===== config.mk =====
export PLATFORM = sky130hd
export DESIGN_NAME = uart_tx_feeder_flat
export DESIGN_NICKNAME = d
export VERILOG_FILES = /design/src/rtl/uart_tx_feeder_if.sv /design/src/rtl/uart_tx_feeder.sv /design/src/flat_wrapper.sv
export SDC_FILE = /design/constraint.sdc
export NUM_CORES = 1
export LEC_CHECK = 0
export ABC_AREA = 1
export BUFFER_PORTS_ARGS = -buffer_cell sky130_fd_sc_hd__buf_2
export CAP_MARGIN = 20
export CORE_UTILIZATION = 55
export DETAILED_ROUTE_END_ITERATION = 10
export PLACE_DENSITY = 0.74
export SYNTH_ARGS = -nofsm -noshare
export SYNTH_HDL_FRONTEND = slang
export SYNTH_SLANG_ARGS = --single-unit

===== constraint.sdc =====
create_clock -name sys_clk -period 2.53 [get_ports sys_clk]
set_input_delay 0.3795 -clock sys_clk [delete_from_list [all_inputs] [get_ports sys_clk]]
set_output_delay 0.3795 -clock sys_clk [all_outputs]
set_load 0.01 [all_outputs]

===== src/rtl/uart_tx_feeder_if.sv =====
// Write-side bundle of the UART feeder: byte strobe in, FIFO status out.
// master is user logic, slave is the feeder.
interface uart_tx_feeder_if #(
  parameter int DEPTH_LOG2 = 4
);
  logic                wr_en;
  logic [7:0]          wr_data;
  logic                ovf_clr;
  logic                full;
  logic                empty;
  logic [DEPTH_LOG2:0] level;
  logic                overflow;

  modport master (
    output wr_en,
    output wr_data,
    output ovf_clr,
    input  full,
    input  empty,
    input  level,
    input  overflow
  );

  modport slave (
    input  wr_en,
    input  wr_data,
    input  ovf_clr,
    output full,
    output empty,
    output level,
    output overflow
  );
endinterface


===== src/rtl/uart_tx_feeder.sv =====
// Byte FIFO plus slot pacer for a UART transmitter with no busy output.
// Frame starts are uart_en rises spaced exactly SLOT_CYCLES apart.
module uart_tx_feeder #(
  parameter int DEPTH_LOG2  = 4,
  parameter int SLOT_CYCLES = 256
) (
  input  logic            sys_clk,
  input  logic            sys_rst,
  uart_tx_feeder_if.slave wr,
  output logic            busy,
  output logic            uart_en,
  output logic [7:0]      uart_din
);
  localparam int DEPTH = 1 << DEPTH_LOG2;
  localparam int LW    = DEPTH_LOG2 + 1;
  localparam int CW    = $clog2(SLOT_CYCLES);

  localparam logic [CW-1:0] LAST    = CW'(SLOT_CYCLES - 1);
  localparam logic [CW-1:0] STR_END = CW'(1);
  localparam logic [LW-1:0] FULL_N  = LW'(DEPTH);

  typedef enum logic [1:0] {
    IDLE,
    STROBE,
    WAIT
  } state_t;

  state_t state_q;
  state_t state_d;

  logic [CW-1:0]         cnt_q;
  logic [CW-1:0]         cnt_d;
  logic [7:0]            mem [DEPTH];
  logic [DEPTH_LOG2-1:0] wr_ptr;
  logic [DEPTH_LOG2-1:0] rd_ptr;
  logic [LW-1:0]         count_q;
  logic [LW-1:0]         count_d;
  logic                  full_q;
  logic                  empty_q;
  logic                  ovf_q;
  logic                  push;
  logic                  pop;

  assign push    = wr.wr_en & ~full_q;
  assign count_d = count_q + LW'(push) - LW'(pop);

  assign wr.full     = full_q;
  assign wr.empty    = empty_q;
  assign wr.level    = count_q;
  assign wr.overflow = ovf_q;

  assign busy = (state_q != IDLE);

  always_ff @(posedge sys_clk) begin
    if (push) begin
      mem[wr_ptr] <= wr.wr_data;
    end
  end

  always_ff @(posedge sys_clk) begin
    if (sys_rst) begin
      wr_ptr  <= '0;
      rd_ptr  <= '0;
      count_q <= '0;
      full_q  <= 1'b0;
      empty_q <= 1'b1;
    end else begin
      if (push) begin
        wr_ptr <= wr_ptr + 1'b1;
      end
      if (pop) begin
        rd_ptr <= rd_ptr + 1'b1;
      end
      count_q <= count_d;
      full_q  <= (count_d == FULL_N);
      empty_q <= (count_d == '0);
    end
  end

  // a dropped write beats a same-cycle clear
  always_ff @(posedge sys_clk) begin
    if (sys_rst) begin
      ovf_q <= 1'b0;
    end else if (wr.wr_en && full_q) begin
      ovf_q <= 1'b1;
    end else if (wr.ovf_clr) begin
      ovf_q <= 1'b0;
    end
  end

  always_comb begin
    state_d = state_q;
    cnt_d   = cnt_q;
    pop     = 1'b0;
    unique case (state_q)
      IDLE: begin
        if (!empty_q) begin
          pop     = 1'b1;
          cnt_d   = '0;
          state_d = STROBE;
        end
      end
      STROBE: begin
        cnt_d = cnt_q + CW'(1);
        if (cnt_q == STR_END) begin
          state_d = WAIT;
        end
      end
      WAIT: begin
        if (cnt_q == LAST) begin
          cnt_d = '0;
          if (!empty_q) begin
            pop     = 1'b1;
            state_d = STROBE;
          end else begin
            state_d = IDLE;
          end
        end else begin
          cnt_d = cnt_q + CW'(1);
        end
      end
      default: begin
        state_d = IDLE;
        cnt_d   = '0;
      end
    endcase
  end

  // uart_en is registered so it rises together with the STROBE entry
  always_ff @(posedge sys_clk) begin
    if (sys_rst) begin
      state_q  <= IDLE;
      cnt_q    <= '0;
      uart_en  <= 1'b0;
      uart_din <= 8'h00;
    end else begin
      state_q <= state_d;
      cnt_q   <= cnt_d;
      uart_en <= (state_d == STROBE);
      if (pop) begin
        uart_din <= mem[rd_ptr];
      end
    end
  end
endmodule

===== src/flat_wrapper.sv =====
// flat-port wrapper written by rule: the top's interface ports become plain ports
module uart_tx_feeder_flat 
#(
  parameter int DEPTH_LOG2  = 4,
  parameter int SLOT_CYCLES = 256
)
  (sys_clk, sys_rst, busy, uart_en, uart_din, wr_wr_en, wr_wr_data, wr_ovf_clr, wr_full, wr_empty, wr_level, wr_overflow);
  uart_tx_feeder_if #(.DEPTH_LOG2(DEPTH_LOG2)) wr_i ();
  input  logic sys_clk;
  input  logic sys_rst;
  output logic busy;
  output logic uart_en;
  output logic [7:0] uart_din;
  input wire logic [$bits(wr_i.wr_en)-1:0] wr_wr_en;
  input wire logic [$bits(wr_i.wr_data)-1:0] wr_wr_data;
  input wire logic [$bits(wr_i.ovf_clr)-1:0] wr_ovf_clr;
  output wire logic [$bits(wr_i.full)-1:0] wr_full;
  output wire logic [$bits(wr_i.empty)-1:0] wr_empty;
  output wire logic [$bits(wr_i.level)-1:0] wr_level;
  output wire logic [$bits(wr_i.overflow)-1:0] wr_overflow;
  assign wr_i.wr_en = wr_wr_en;
  assign wr_i.wr_data = wr_wr_data;
  assign wr_i.ovf_clr = wr_ovf_clr;
  assign wr_full = wr_i.full;
  assign wr_empty = wr_i.empty;
  assign wr_level = wr_i.level;
  assign wr_overflow = wr_i.overflow;
  uart_tx_feeder #(.DEPTH_LOG2(DEPTH_LOG2), .SLOT_CYCLES(SLOT_CYCLES)) u_core (.sys_clk(sys_clk), .sys_rst(sys_rst), .wr(wr_i), .busy(busy), .uart_en(uart_en), .uart_din(uart_din));
endmodule

==> run metrics, run 1 <==
Sequential Power Share=0.381; CP max stage delay=0.36 ns; grt ovf=0; clock transition at the registers of the reported paths=roughly 0.06 ns; number of synthesized flops with an enable pin=128; DIE WIDTH=between 100 and 150 um; CP max-delay cell=dfxtp_4; number of port buffers=29; fin nets=~840; htree depth=4; Min-Delay Path Class=primary input to flip-flop; ANT nets after route=0; clk_lat worst skew=0.42 ns; Avg Cell Area, Syn=9.59 um^2; final setup fails=0; Setup Skew=0.00615 ns; chip height=117 um; Clock Path Buffers=2; simple-gate portion of the synthesized area=0.245; met2 Usage GRT=0.389; Tcrit/Tclk final=0.951; initial antenna violation count=0; IO Pins=30; Critical path buffers and inverters=1; WL per Instance=15.8 um; FFs w/ async S/R, synth=0; commonest cells in the netlist=nand2_1, edfxtp_1, inv_1; Rows=41; max-cap viol count=0; status=finished, final reports clean; Fillers=just under 1000; sw frac=0.340; Most used DFF post-synth=edfxtp_1; maximum vdd drop=approximately 0.0007 V; met1 Use GR=0.306; Final Max Tran Viols=0; leakage power=3.64 nW; Vias/cell=roughly 5.3; Period minus WS final=2.41 ns; Hold Vio Cnt, Final=0; worst-path fanout max=4; net load switching power=0.00288 W; DRT iter0 DRCs=519; gpl congestion=between 0.9 and 1; Slew @ Worst Pin=~0.7 ns; CTS root buf=clkbuf_16; most frequent cell after synthesis=nand2_1; Comb power frac=0.325; Synth Area in XOR/XNOR=0.00836; cell chain of the critical path=ha_2 -> nand2_2 -> nor2_4 -> nand4_4 -> nand2_4 -> ha_1 -> inv_2 -> ha_4 -> fa_2 -> nand3_1 -> nand2_1 -> xor2_2 -> nor2_1 -> a21oi_1; Syn. warnings=0; CP endpoint kind=flip-flop; leading area contributor after synthesis=edfxtp_1; sequential element share of the synthesized area=0.619; Critical Path AT=~2.7 ns; number of global-route vias before repair=5019; Synth Area in Compound Gates=0.0174; Cell variety after synth=34; post-synthesis cell count=~770; met3 Usage GRT=0.0373; first-pass GRT wire length=24900 um; initial core utilization=0.572; worst rel slew slack=0.529; Top Usage Layer GRT=met2; die area=0.0138 mm^2; Total Routed Length=15600 um; clock share of power=0.294; mux contribution to synthesized area=0; Area contributors post-synth=edfxtp_1, nand2_1, dfxtp_1; layout cell share with drive strength beyond 1=0.133; cell area after synthesis=roughly 0.0073 mm^2; crit-path leading delay family=adder cells; adder-cell share of the synthesized area=0.0300; Power Density=1020 mW/mm^2; Mapped Nets=794; largest net degree at the start of global routing=between 60 and 70; Vias=5234; core area=0.0128 mm^2; overall power=around 0.0085 W; DR pass1 iterations=5; CTS Buf Count=17; Antenna Cells=0; GRT Total Usage=0.236; crit path launch type=flip-flop; Synth top area share=0.524; Area Overhead vs Synth=13.8%; TNS Setup=0 ns; hpwl dp=between 10000 and 15000 um; largest family of logic cells by synthesized area=simple AND/OR/NAND/NOR gates; CP required=2.82 ns; FF+latch count, synth=163; Sink Count=about 160; Critical Setup Path Class=flip-flop to flip-flop; total internal power=around 0.0056 W; fmax=416 MHz; DRC Markers=0; CTS tree=yes
metal layers:
metal | up-vias | wire length (um)
met1 | 2460 | 6500
met3 | 31 | 950
li1 | 2547 | -
met5 | - | 0
met4 | 0 | 396
met2 | 196 | 7800
placed cells by master (no fill, tap or decap), drive strengths merged:
cell / synthesis / final
nand2: 251 / 251
edfxtp: 128 / 128
inv: 112 / 113
nand3: 99 / 99
buf: 23 / 53
nor2: 41 / 41
dfxtp: 35 / 35
clkbuf: 5 / 19
ha: 16 / 16
a21oi: 15 / 15
nand3b: 8 / 8
clkinv: 2 / 8
nor3: 8 / 8
xor2: 7 / 7
o21ai: 5 / 5
bufinv: 0 / 3
nand4: 3 / 3
clkinvlp: 0 / 2
a21o: 1 / 1
nor3b: 1 / 1
or2: 1 / 1
o21bai: 1 / 1
nand2b: 1 / 1
nor4: 1 / 1
fa: 1 / 1
cells by family after synthesis:
| family | count (synthesis) |
|---|---|
| DFF | 163 |
| and+or+nand+nor | 414 |
| buffers and inverters | 142 |
| adders and majority gates | 17 |
| xor gates and xnor gates | 7 |
| AOI/OAI and AO/OA | 22 |
state kept, by name, summed over array words and instances (netlist names):
register,cells
u_core.cnt_q,8
u_core.wr.full,1
u_core.wr_ptr,4
u_core.wr.level,5
u_core.rd_ptr,4
u_core.mem,128
u_core.uart_din,8
u_core.state_q,2
u_core.uart_en,1
u_core.wr.empty,1
u_core.wr.overflow,1
repair_timing:
| item | CTS | global route |
|---|---|---|
| resized for setup | 0 | 12 |
| buffers inserted | 0 | 2 |
| setup endpoints to repair | 0 | 3 |
| hold buffers | 0 | 0 |
final cells by class:
cell class	instances	area, um^2	share of cell area
repair buffers	53	338	0.0405
well taps	172	215	0.0258
multi-input cells	460	2240	0.269
clock buffers	19	433	0.0519
inverters	114	428	0.0513
flip-flops and latches	163	4550	0.545
clock inverters	12	139	0.0166
power groups by stage:
stage,clock (W),combinational (W),sequential (W)
after floorplan,0,0.00188,0.00333
after global placement,0,0.00254,0.00327
after detailed placement,0,0.00263,0.00328
after CTS,0.00252,0.00265,0.00323
after global routing,0.00261,0.00309,0.00325
final,0.00249,0.00276,0.00323
path summary, 6_finish.rpt:
path                      startpoint                 end  slack (ns)  cells past startpoint
setup / recovery     u_core.cnt_q[0]     u_core.wr.empty        0.12                     14
hold reg to reg   u_core.wr.overflow  u_core.wr.overflow        0.46                      2
hold / removal            wr_ovf_clr  u_core.wr.overflow        0.20                      4
setup reg to reg     u_core.cnt_q[0]     u_core.wr.empty        0.12                     14
worst min-delay path, delay by kind of cell:
family	cells	cell delay, ns
simple gates	1	0.04
buf+inv	2	0.11
compound gates	1	0.05
metrics by stage:
| step | util | cells | hold slack, ns | cell area, um^2 | setup slack (ns) |
|---|---|---|---|---|---|
| finish | 0.651 | 993 | 0.201 | 8350 | 0.124 |
| floorplan | - | 765 | 0.463 | 7340 | 0.00799 |
| CTS | 0.647 | 991 | 0.193 | 8290 | 0.0703 |
| global placement | 0.602 | 960 | 0.445 | 7720 | 0.191 |
| detailed placement | 0.602 | 960 | 0.461 | 7720 | 0.0725 |
| global route | 0.651 | 993 | 0.209 | 8350 | -0.0534 |
Power figures use the tool's default switching activity.
==> run 2, diff against run 1 <==
--- a/config.mk
+++ b/config.mk
@@ -5,7 +5,6 @@
 export SDC_FILE = /design/constraint.sdc
 export NUM_CORES = 1
 export LEC_CHECK = 0
-export ABC_AREA = 1
 export BUFFER_PORTS_ARGS = -buffer_cell sky130_fd_sc_hd__buf_2
 export CAP_MARGIN = 20
 export CORE_UTILIZATION = 55
==> run 2 against run 1 <==
The flow now finishes with violations (design-rule violations, negative setup slack). Die area is 9.8% lower. Non-clock buffer count is 17 higher. Combinational power is 20% lower. Register-to-register slack worse by 0.16 ns. Power is 7.5% lower. Final area is 6.0% lower. Critical path type unchanged. Critical endpoint unchanged. Largest power group unchanged. Highest routed layer unchanged.
==> run metrics, run 2 <==
footprint of the multi-input gates=roughly 0.002 mm^2; fmax=389 MHz; Power Density=999 mW/mm^2; area post-placement=0.00722 mm^2; final setup fails=2; Area Overhead vs Synth=18.8%; status=finished with violations; Sink Count=~160; CTS tree=yes; Vias/cell=between 5 and 6; first-pass GRT wire length=21000 um; CP required=2.84 ns; Rows=39; Largest register FFs=128; die area=0.0125 mm^2; cell depth of the worst flop-to-flop path=13; Area contributors post-synth=edfxtp_1, dfxtp_1, mux4_2; failing checks=design-rule violations, negative setup slack; Avg Cell Area, Syn=16.2 um^2; Largest regs=u_core.mem (128), u_core.cnt_q (8), u_core.uart_din (8); hold_ws=0.214 ns; number of port buffers=29; Largest Register=u_core.mem; WL per Instance=20.8 um; initial antenna violation count=0; Tcrit/Tclk final=1.02; worst rel slew slack=0.530; CTS Buf Count=17; Slew @ Worst Pin=0.704 ns; CTS root buf=clkbuf_16; Post-Route Utilization=0.679; Hold Vio Cnt, Final=0; Total Routed Length=13100 um; Critical Path AT=2.88 ns; cell area after synthesis=about 0.0066 mm^2; FF+latch count, synth=approximately 160; R2R Setup Slk=-0.04 ns; most frequent cell after synthesis=edfxtp_1; Critical Setup Path Class=flip-flop to flip-flop; fin area=0.00785 mm^2; crit path launch type=flip-flop; Crit. Startpoint=u_core.state_q[0]; Mapped Nets=about 440; Clock Path Buffers=2; commonest cells in the netlist=edfxtp_1, dfxtp_1, mux4_2; CP endpoint kind=flip-flop; leakage power=2.77 nW; reg2reg start=u_core.state_q[0]; htree depth=4; DR pass1 iterations=8; Fillers=748; RSZ-0062 raised after global routing=yes; commonest non-fill, non-tap cell in the layout=edfxtp_1; clock transition at the registers of the reported paths=about 0.060 ns; IO Pins=30; PnR worst setup slack=-0.0395 ns; fin nets=a little over 500; most frequent cells in the layout=edfxtp_1, buf_4, dfxtp_1; Setup Skew=around 0.012 ns; Vias=between 3000 and 4000; DRT iter0 DRCs=~340; Synth top area share=0.582; Most used DFF post-synth=edfxtp_1; Min-Delay Path Class=primary input to flip-flop; max-cap viol count=0; Hold Buf Count CTS=0; number of synthesized flops with an enable pin=between 100 and 150; worst-path fanout max=3; Final Max Tran Viols=0; FFs w/ async S/R, synth=0; pre-CTS setup slack=-0.0181 ns; Cell variety after synth=39; DRC Markers=6; ANT nets after route=0; core area=approximately 0.012 mm^2; grt ovf=0; DIE WIDTH=112 um; register area=0.00455 mm^2; Antenna Cells=0; initial core utilization=0.571; reg2reg end=u_core.wr.empty; largest net degree at the start of global routing=36; CP endpoint=u_core.wr.empty; leading area contributor after synthesis=edfxtp_1; sequential element share of the synthesized area=0.688; post-synthesis cell count=407; GRT Total Usage=0.234; hpwl dp=8500 um; chip height=112 um; clk_lat worst skew=0.42 ns; maximum vdd drop=0.000619 V; number of global-route vias before repair=3866; layout cell share with drive strength beyond 1=0.307; gpl congestion=0.843; Period minus WS final=2.57 ns; Syn. warnings=0
run 2: per-layer routing:
layer | track usage | vias to the layer above | wire length [um]
li1 | - | 1709 | -
met1 | 0.305 | 1897 | 5430
met2 | 0.380 | 126 | 6630
met3 | 0.0577 | 15 | 860
met4 | 0.0955 | 0 | 202
met5 | 0 | - | 0
run 2: per-stage QoR:
stage               TNS (ns)  instances  total power (W)
floorplan            -0.0845        407          0.00477
global placement           0        595          0.00530
detailed placement   -0.0235        595          0.00536
CTS                  -0.0528        630          0.00783
global route          -0.330        632          0.00823
finish               -0.0675        632          0.00785
run 2: final cells by class:
cell class,instances,share of cell area
clock buffers,23,0.0649
clock inverters,9,0.00653
inverters,15,0.00749
multi-input cells,209,0.256
flip-flops and latches,163,0.580
well taps,143,0.0228
repair buffers,70,0.0625
run 2: how the worst min path moves through the flow:
stage,start,end,cells after the start
after floorplan,sys_rst,u_core.wr.level[0],1
after global placement,u_core.uart_din[3],u_core.uart_din[3],2
after detailed placement,u_core.uart_din[1],u_core.uart_din[1],2
after CTS,wr_wr_en,u_core.wr.overflow,3
after global routing,wr_ovf_clr,u_core.wr.overflow,3
final,wr_wr_en,u_core.wr.overflow,3
run 2: logic make-up after synthesis:
logic type / count (synthesis) / synth area share
buffers and inverters: 35 / 0.0258
AND/OR/NAND/NOR: 83 / 0.0593
AO/OA/AOI/OAI: 63 / 0.0634
adder cells (fa/ha/maj): 17 / 0.0333
flip-flops: 163 / 0.688
multiplexers: 32 / 0.112
XOR/XNOR: 14 / 0.0186
run 2: worst max-delay path, cell delays in order, from the launching register on:
cell     delay, ns
dfxtp_2       0.35
inv_2         0.06
ha_2          0.19
nor2b_4       0.13
a41oi_4       0.15
inv_2         0.08
ha_4          0.26
inv_2         0.04
ha_4          0.15
fa_2          0.36
a21o_1        0.18
a21oi_2       0.16
xnor2_2       0.11
a41o_1        0.24
run 2: report_power, final:
part / switching [W] / total [W] / leakage (nW) / internal, W
Clock: 0.000971 / 0.00238 / 0.280 / 0.00141
Sequential: 0.000172 / 0.00326 / 1.44 / 0.00309
Combinational: 0.00109 / 0.00221 / 1.04 / 0.00112
run 2: repair_timing:
item | 4_1_cts | 5_1_grt
pin swaps | 4 | 2
gates resized for setup | 1 | 5
setup buffers | 3 | 2
endpoints found under the setup margin | 2 | 3
==> run 3, diff against run 2 <==
--- a/config.mk
+++ b/config.mk
@@ -9,7 +9,9 @@
 export CAP_MARGIN = 20
 export CORE_UTILIZATION = 55
 export DETAILED_ROUTE_END_ITERATION = 10
+export GPL_TIMING_DRIVEN = 0
 export PLACE_DENSITY = 0.74
+export REMOVE_ABC_BUFFERS = 1
 export SYNTH_ARGS = -nofsm -noshare
 export SYNTH_HDL_FRONTEND = slang
 export SYNTH_SLANG_ARGS = --single-unit
==> run 3 against run 2 <==
The run still ends with design-rule violations, negative setup slack left. Die area unchanged. Register-to-register slack worse by 0.27 ns. Clock power up 5%. Final area down 2.2%. Worst setup slack worse by 0.27 ns. Via count down 2.8%. Power up 1.0%.
==> run metrics, run 3 (synthesis gave the netlist of run 2 again) <==
status=finished with violations; Hold Path End=u_core.wr.overflow; Power Density=just over 1000 mW/mm^2; chip height=112 um; Period minus WS final=2.84 ns; CTS tree=yes; clock transition at the registers of the reported paths=0.06 ns; TNS Setup=-0.994 ns; Post-Route Utilization=0.664; Min-Delay Path Class=primary input to flip-flop; grt ovf=0; leakage power=2.62 nW; core area=0.0116 mm^2; Setup Skew=roughly 0.0062 ns; DRC Markers=2; fin area=0.00768 mm^2; CP required=2.84 ns; Hold Crit Start=wr_ovf_clr; reg2reg start=u_core.state_q[0]; largest net degree at the start of global routing=36; area post-placement=0.00688 mm^2; Hold Buf Count CTS=0; max-cap viol count=0; CP endpoint kind=flip-flop; Critical Setup Path Class=flip-flop to flip-flop; Clock Path Buffers=2; overall power=0.00793 W; hold_ws=between 0.2 and 0.25 ns; failing checks=design-rule violations, negative setup slack; die area=about 0.012 mm^2; worst-path fanout max=3; first-pass GRT wire length=20800 um; Worst Hold Depth=3; footprint of the multi-input gates=about 0.002 mm^2; Tcrit/Tclk final=1.12; htree depth=4; IO Pins=30; gpl congestion=0.763; Final Max Tran Viols=0; Sink Count=roughly 160; reg2reg end=u_core.wr.empty; fin nets=479; Rows=39; Antenna Cells=0; Vias=between 3000 and 4000; Largest regs=u_core.mem (128), u_core.cnt_q (8), u_core.uart_din (8); Hold Vio Cnt, Final=0; CTS Buf Count=17; fmax=352 MHz; maximum vdd drop=0.000436 V; ANT nets after route=0; crit path launch type=flip-flop; DR pass1 iterations=10; clk_lat worst skew=about 0.42 ns; DIE WIDTH=112 um; initial antenna violation count=0; RSZ-0062 raised after global routing=yes; hpwl dp=7750 um; Critical Path AT=~3.2 ns; Largest register FFs=128; CTS root buf=clkbuf_16; final setup fails=5; worst rel slew slack=0.369; WL per Instance=between 20 and 25 um; PnR worst setup slack=-0.307 ns; most frequent cells in the layout=edfxtp_1, dfxtp_1, buf_2; Fillers=between 700 and 800; GRT Total Usage=0.228; number of port buffers=29; number of global-route vias before repair=3866; Total Routed Length=roughly 13000 um; R2R Setup Slk=-0.31 ns; DRT iter0 DRCs=327; layout cell share with drive strength beyond 1=0.272; Slew @ Worst Pin=roughly 0.94 ns; Vias/cell=6.01; Largest Register=u_core.mem; initial core utilization=0.571; register area=0.00455 mm^2; commonest non-fill, non-tap cell in the layout=edfxtp_1; Area Overhead vs Synth=16.2%; cell depth of the worst flop-to-flop path=13
-- run 3: cell count changes in the layout (fill, tap and decap cells not counted), moves of 2 or more --
cell and delta:
inv_2 -2, clkinv_4 +3, bufinv_16 +2, clkinv_2 -4, buf_4 -24, buf_12 -2
clkbuf_8 -4, inv_6 +3
-- run 3: how the worst max path moves through the flow --
| stage | from | endpoint | slack (ns) | cells past startpoint |
|---|---|---|---|---|
| finish | u_core.state_q[0] | u_core.wr.empty | -0.31 | 13 |
| global route | u_core.state_q[0] | u_core.wr.full | -0.42 | 13 |
| CTS | u_core.state_q[0] | u_core.wr.empty | -0.26 | 13 |
| detailed placement | u_core.state_q[0] | u_core.wr.full | -1.47 | 13 |
| global placement | u_core.cnt_q[0] | u_core.wr.empty | -2.10 | 12 |
| floorplan | u_core.cnt_q[0] | u_core.wr.empty | -0.90 | 12 |
-- run 3: where the power goes --
part	switching (W)	internal [W]
logic	0.00103	0.00106
clock network	0.00104	0.00146
registers	0.000231	0.00309
-- run 3: routing by layer --
layer / vias to the layer above / wire, um / GRT usage
li1: 1658 / - / -
met1: 1844 / 5350 / 0.300
met2: 116 / 6580 / 0.381
met3: 23 / 651 / 0.0490
met4: 0 / 196 / 0.0775
met5: - / 0 / 0
-- run 3: layout make-up --
type	count	share of cell area
Clock inverter	14	0.0199
Sequential cell	163	0.593
Timing Repair Buffer	44	0.0352
Clock buffer	18	0.0559
Tap cell	143	0.0233
Inverter	15	0.00847
Multi-Input combinational cell	209	0.264
-- run 3: critical path, stage by stage, from the launching register on --
cell and delay [ns]:
dfxtp_2 0.35, inv_4 0.05, ha_4 0.15, nor2b_4 0.13
a41oi_4 0.30, clkinvlp_4 0.20, ha_4 0.29, inv_2 0.04
ha_4 0.15, fa_2 0.36, a21o_1 0.17, a21oi_2 0.17
xnor2_2 0.12, a41o_1 0.25
-- run 3: per-stage QoR --
stage / cells / setup WS [ns]
2_1_floorplan: 387 / -0.901
3_3_place_gp: 559 / -2.10
3_5_place_dp: 564 / -1.47
4_1_cts: 605 / -0.263
5_1_grt: 606 / -0.423
6_report: 606 / -0.307
-- run 3: timing repair --
item | in CTS | in global routing
resized for setup | 31 | 2
pin swaps | 12 | 2
buffers inserted | 9 | 1
setup endpoints to repair | 8 | 5
